===== config.mk =====
export PLATFORM = sky130hd
export DESIGN_NAME = pipeline_memory_access_flat
export DESIGN_NICKNAME = d
export VERILOG_FILES = /design/src/rtl/cpu_types_pkg.sv /design/src/rtl/pipeline_memory_access_if.sv /design/src/rtl/mem_stall_counter.sv /design/src/rtl/pipeline_memory_access.sv /design/src/flat_wrapper.sv
export SDC_FILE = /design/constraint.sdc
export NUM_CORES = 1
export LEC_CHECK = 0
export ABC_CLOCK_PERIOD_IN_PS = 1600
export BUFFER_PORTS_ARGS = -buffer_cell sky130_fd_sc_hd__buf_4
export CAP_MARGIN = 40
export CORE_ASPECT_RATIO = 0.6
export CORE_UTILIZATION = 39
export CTS_CLUSTER_DIAMETER = 120
export DETAILED_ROUTE_END_ITERATION = 16
export PLACE_DENSITY = 0.72
export SETUP_SLACK_MARGIN = 0.5
export SYNTH_ARGS = -nofsm -noshare
export SYNTH_HDL_FRONTEND = slang
export SYNTH_SLANG_ARGS = --single-unit

===== constraint.sdc =====
create_clock -name CLK -period 1.6 [get_ports CLK]
set_clock_uncertainty 0.1 [all_clocks]
set_input_delay 0.08 -clock CLK [delete_from_list [all_inputs] [get_ports CLK]]
set_output_delay 0.08 -clock CLK [all_outputs]
set_load 0.03 [all_outputs]

===== src/rtl/cpu_types_pkg.sv =====
// Shared CPU types for the memory-stage access controller: word type, FSM states
// and the latched request captured at launch.
package cpu_types_pkg;

  typedef logic [31:0] word_t;

  typedef enum logic [1:0] {
    MEM_IDLE   = 2'd0,
    MEM_ACCESS = 2'd1,
    MEM_DONE   = 2'd2
  } mem_state_t;

  typedef struct packed {
    logic  wr;
    word_t addr;
    word_t data;
  } mem_req_t;

  localparam word_t WORD_MAX = 32'hFFFF_FFFF;

  // A store wins over a load when both flags are set.
  function automatic logic req_is_write(input logic ren, input logic wen);
    return wen | (ren & wen);
  endfunction

endpackage


===== src/rtl/pipeline_memory_access_if.sv =====
// Memory-stage bus: pipeline-latch inputs, data-cache request/response and
// hazard/writeback outputs of the access controller.
interface pipeline_memory_access_if;
  import cpu_types_pkg::*;

  logic  dREN_mem;
  logic  dWEN_mem;
  logic  halt_mem;
  word_t port_o_mem;
  word_t rdat2_mem;
  logic  dhit;
  word_t dmemload;
  logic  dmemREN;
  logic  dmemWEN;
  word_t dmemaddr;
  word_t dmemstore;
  word_t load_data;
  logic  mem_busy;
  logic  mem_done;
  logic  halt_latched;

  modport master (
    output dREN_mem, dWEN_mem, halt_mem, port_o_mem, rdat2_mem, dhit, dmemload,
    input  dmemREN, dmemWEN, dmemaddr, dmemstore, load_data, mem_busy, mem_done,
           halt_latched
  );

  modport slave (
    input  dREN_mem, dWEN_mem, halt_mem, port_o_mem, rdat2_mem, dhit, dmemload,
    output dmemREN, dmemWEN, dmemaddr, dmemstore, load_data, mem_busy, mem_done,
           halt_latched
  );

endinterface


===== src/rtl/mem_stall_counter.sv =====
// Saturating 32-bit event counter; counts every clock edge where en is high.
module mem_stall_counter
  import cpu_types_pkg::*;
(
  input  logic  clk,
  input  logic  rst_n,
  input  logic  en,
  output word_t count
);

  word_t count_q, count_d;

  always_comb begin
    count_d = count_q;
    if (en && (count_q != WORD_MAX)) begin
      count_d = count_q + 32'd1;
    end
  end

  always_ff @(posedge clk or negedge rst_n) begin
    if (!rst_n) begin
      count_q <= '0;
    end else begin
      count_q <= count_d;
    end
  end

  assign count = count_q;

endmodule


===== src/rtl/pipeline_memory_access.sv =====
// Memory-stage access controller: one held cache request per instruction, load
// capture, stall request and sticky halt. MEM_STALL_COUNT_EN adds stall_cycles.
module pipeline_memory_access
  import cpu_types_pkg::*;
(
  input  logic                    CLK,
  input  logic                    nRST,
  pipeline_memory_access_if.slave bus
`ifdef MEM_STALL_COUNT_EN
  ,
  output word_t                   stall_cycles
`endif
);

  mem_state_t state_q, state_d;
  mem_req_t   req_q, req_d;
  word_t      load_data_q, load_data_d;
  logic       halt_q, halt_d;
  logic       launch;
  logic       in_access;
  logic       mem_busy;

  always_comb begin
    state_d     = state_q;
    req_d       = req_q;
    load_data_d = load_data_q;
    halt_d      = halt_q;
    launch      = (bus.dREN_mem | bus.dWEN_mem) & ~bus.halt_mem & ~halt_q;

    case (state_q)
      MEM_IDLE: begin
        if (bus.halt_mem) begin
          halt_d = 1'b1;
        end
        if (launch) begin
          state_d    = MEM_ACCESS;
          req_d.wr   = req_is_write(bus.dREN_mem, bus.dWEN_mem);
          req_d.addr = bus.port_o_mem;
          req_d.data = bus.rdat2_mem;
        end
      end
      MEM_ACCESS: begin
        if (bus.dhit) begin
          state_d = MEM_DONE;
          if (!req_q.wr) begin
            load_data_d = bus.dmemload;
          end
        end
      end
      // Inputs still show the finished instruction here, so nothing may launch.
      MEM_DONE: begin
        state_d = MEM_IDLE;
      end
      default: begin
        state_d = MEM_IDLE;
      end
    endcase
  end

  always_ff @(posedge CLK or negedge nRST) begin
    if (!nRST) begin
      state_q     <= MEM_IDLE;
      req_q       <= '0;
      load_data_q <= '0;
      halt_q      <= 1'b0;
    end else begin
      state_q     <= state_d;
      req_q       <= req_d;
      load_data_q <= load_data_d;
      halt_q      <= halt_d;
    end
  end

  // Cache-facing outputs decode straight from state so reset drops them at once.
  always_comb begin
    in_access = (state_q == MEM_ACCESS);
    mem_busy  = in_access | ((state_q == MEM_IDLE) & launch);
  end

  assign bus.dmemREN      = in_access & ~req_q.wr;
  assign bus.dmemWEN      = in_access & req_q.wr;
  assign bus.dmemaddr     = in_access ? req_q.addr : '0;
  assign bus.dmemstore    = in_access ? req_q.data : '0;
  assign bus.load_data    = load_data_q;
  assign bus.mem_busy     = mem_busy;
  assign bus.mem_done     = (state_q == MEM_DONE);
  assign bus.halt_latched = halt_q;

`ifdef MEM_STALL_COUNT_EN
  mem_stall_counter u_stall_counter (
    .clk   (CLK),
    .rst_n (nRST),
    .en    (mem_busy),
    .count (stall_cycles)
  );
`endif

endmodule


===== src/flat_wrapper.sv =====
// flat-port wrapper written by rule: the top's interface ports become plain ports
module pipeline_memory_access_flat import cpu_types_pkg::*;
  (CLK, nRST, bus_dREN_mem, bus_dWEN_mem, bus_halt_mem, bus_port_o_mem, bus_rdat2_mem, bus_dhit, bus_dmemload, bus_dmemREN, bus_dmemWEN, bus_dmemaddr, bus_dmemstore, bus_load_data, bus_mem_busy, bus_mem_done, bus_halt_latched);
  pipeline_memory_access_if bus_i ();
  input  logic CLK;
  input  logic nRST;
  input wire logic [$bits(bus_i.dREN_mem)-1:0] bus_dREN_mem;
  input wire logic [$bits(bus_i.dWEN_mem)-1:0] bus_dWEN_mem;
  input wire logic [$bits(bus_i.halt_mem)-1:0] bus_halt_mem;
  input wire logic [$bits(bus_i.port_o_mem)-1:0] bus_port_o_mem;
  input wire logic [$bits(bus_i.rdat2_mem)-1:0] bus_rdat2_mem;
  input wire logic [$bits(bus_i.dhit)-1:0] bus_dhit;
  input wire logic [$bits(bus_i.dmemload)-1:0] bus_dmemload;
  output wire logic [$bits(bus_i.dmemREN)-1:0] bus_dmemREN;
  output wire logic [$bits(bus_i.dmemWEN)-1:0] bus_dmemWEN;
  output wire logic [$bits(bus_i.dmemaddr)-1:0] bus_dmemaddr;
  output wire logic [$bits(bus_i.dmemstore)-1:0] bus_dmemstore;
  output wire logic [$bits(bus_i.load_data)-1:0] bus_load_data;
  output wire logic [$bits(bus_i.mem_busy)-1:0] bus_mem_busy;
  output wire logic [$bits(bus_i.mem_done)-1:0] bus_mem_done;
  output wire logic [$bits(bus_i.halt_latched)-1:0] bus_halt_latched;
  assign bus_i.dREN_mem = bus_dREN_mem;
  assign bus_i.dWEN_mem = bus_dWEN_mem;
  assign bus_i.halt_mem = bus_halt_mem;
  assign bus_i.port_o_mem = bus_port_o_mem;
  assign bus_i.rdat2_mem = bus_rdat2_mem;
  assign bus_i.dhit = bus_dhit;
  assign bus_i.dmemload = bus_dmemload;
  assign bus_dmemREN = bus_i.dmemREN;
  assign bus_dmemWEN = bus_i.dmemWEN;
  assign bus_dmemaddr = bus_i.dmemaddr;
  assign bus_dmemstore = bus_i.dmemstore;
  assign bus_load_data = bus_i.load_data;
  assign bus_mem_busy = bus_i.mem_busy;
  assign bus_mem_done = bus_i.mem_done;
  assign bus_halt_latched = bus_i.halt_latched;
  pipeline_memory_access u_core (.CLK(CLK), .nRST(nRST), .bus(bus_i));
endmodule

==> key figures <==
Timing
  • F_max: 535 MHz
  • Final hold violations: 0
  • Slack of the critical path: -0.268 ns
  • Worst Max-Slew Pin Slew: 0.290 ns
  • Setup TNS: -33.31 ns
  • Slew margin rel.: 80.7%
  • Setup violators final: 164
  • Pins Over Slew Limit: 0
  • Period utilization: 117%
  • RSZ-0062 raised after global routing: yes
  • Tmin final: 1.87 ns

Route
  • DRC viols: 0
  • Via Count: 3856
  • DR iter-0 viols: 95
  • Via density: 4.83
  • Antenna-violating nets left: 0
  • WL per Instance: 20.9 µm
  • DRT Pass-1 Iters: 4
  • DRT Wirelength: 16700 µm

Placed design
  • Final HPWL DP: 7790 µm
  • Port bufs: 202
  • Placed cells: 637
  • Routability cong.: 0.770

Clock network
  • TritonCTS clock tree: done
  • CTS root buffer: clkbuf_16
  • Num CTS Buffers: 9
  • Htree depth: 3
  • Clock Latency Late Sink: 0.34 ns
  • Reg clk slew, reported paths: 0.07 ns
  • Bufs on Longest Clock Path: 2
  • TritonCTS Sinks: 100

Worst hold path
  • Worst hold path type: in2async

Floorplan
  • Initial Util: 41.2%
  • Site Rows: 28
  • Die Ht: 82.3 µm
  • Die Wd: 136 µm
  • Core footprint: 10200 µm²
  • Die Area: 11200 µm²
  • IO Count: 203

Power and ir drop
  • P_leak: 0.00438 µW
  • Maximum vdd drop: 0.917 mV
  • Pwr dens: 917 nW/µm²
  • Power Total: 8290 µW

Finish
  • Share of cells above drive strength 1: 68.9%
  • Fin cells: 799
  • Final core utilization: 89.0%
  • Syn-to-layout area delta: 116%
  • Most common cell after layout, fill and taps aside: buf_4
  • Nets: 760
  • Most frequent cells in the layout: 130 x buf_4, 107 x buf_6, 101 x dlygate4sd3_1

Yosys
  • Synth Register Bits: 100
  • Post-Syn Area: 4190 µm²
  • Post-Syn Instances: 291
  • Syn nets: 393
  • Avg Inst Size Synth: 14.4 µm²
  • Yosys Warn Count: 0
  • Sequential area share after synthesis: 59.7%
  • Cell variety after synth: 15

Worst setup path
  • CP Launch Type: flop
  • Req. time, crit path: 1.72 ns
  • CP Max Fanout: 5
  • Critical Path Sink Type: flop
  • CP Class: reg2reg
  • Worst path arrival time: 1.99 ns

Global route
  • First-pass GRT wire length: 21800 µm
  • Overflow after GRT: 0
  • Initial antenna violation count: 0
  • Vias in the first global route: 4050
  • Largest net degree at the start of global routing: 55
  • GRT Overall Usage: 26.6%

Run status
  • Violations in the final reports: setup timing
  • Run status: finished with violations

Flow run
  • Max Cap Viol: 0
[cells by family after synthesis]
group,Yosys count,share of synthesized area [%]
AND/OR/NAND/NOR,75,11.6
AO/OA/AOI/OAI,2,0.359
multiplexers,97,26.1
buffers and inverters,17,2.24
flip-flops,100,59.7
[worst paths after layout]
path / start / endpoint / slack, ns / cells after the start
max: u_core.state_q[1] / u_core.req_q[4] / -0.27 / 7
min: nRST / u_core.req_q[61] / 0.18 / 3
max reg2reg: u_core.state_q[1] / u_core.req_q[4] / -0.27 / 7
min reg2reg: u_core.req_q[34] / u_core.req_q[34] / 0.41 / 1
max in group asynchronous: nRST / u_core.req_q[58] / 0.76 / 3
min in group CLK: bus_halt_mem / u_core.state_q[0] / 0.37 / 6
[where the power goes]
| group | total, µW | switching [µW] | internal (µW) |
|---|---|---|---|
| combinational | 2520 | 983 | 1540 |
| clock | 2210 | 950 | 1260 |
| sequential | 3560 | 447 | 3110 |
[through the flow]
step	cell area, µm²	worst slack, ns	hold WS (ns)
detailed placement	6380	-0.164	-0.215
global placement	6380	-0.0867	-0.212
floorplan	4600	-0.0787	-0.316
global route	9040	-0.346	0.216
CTS	8500	-0.222	-0.136
finish	9040	-0.268	0.184
[cell usage after synthesis, drive strengths merged]
master,number,area [µm²]
a21o,1,7.51
and2,66,413
buf,10,67.6
clkbuf,7,26.3
dfrtp,100,2500
mux2,97,1090
nand2b,1,6.26
nor2,3,11.3
nor2b,2,12.5
nor3b,1,12.5
nor4b,1,23.8
o21bai,1,7.51
or2,1,6.26
[worst max-delay path, stage by stage (launching register included)]
cell and delay, ns:
dfrtp_1 0.42, nor2_2 0.14, nor4b_4 0.27, buf_6 0.17, buf_6 0.12, buf_12 0.11, buf_12 0.11, mux2_4 0.30
[layer usage]
| metal | up-vias | share of wire, % | GRT usage [%] |
|---|---|---|---|
| li1 | 1720 | - | - |
| met1 | 1955 | 40 | 33.0 |
| met2 | 155 | 52 | 46.7 |
| met3 | 26 | 6.8 | 6.65 |
| met4 | 0 | 1.8 | 6.85 |
| met5 | - | 0 | 0 |
[what timing repair did]
item | in CTS | in global routing
hold buffers | 100 | 1
gates resized for setup | 137 | 68
setup endpoints to repair | 170 | 197
pin swaps | 2 | 1
hold endpoints to repair | 200 | 1
gates cloned | 6 | 6
setup buffers | 15 | 17
[state kept, by name, summed over array words and instances (netlist names)]
register	flops
u_core.state_q	2
u_core.bus.halt_latched	1
u_core.req_q	65
u_core.bus.load_data	32
[cell type report]
type	instances	area, µm²
clock buffers	11	243
diodes	1	2.50
multi-input cells	174	2150
fillers	379	1110
clock inverters	5	60.1
flip-flops and latches	100	2500
repair buffers	373	3920
well taps	135	169
(Power assumes the default switching activity.)
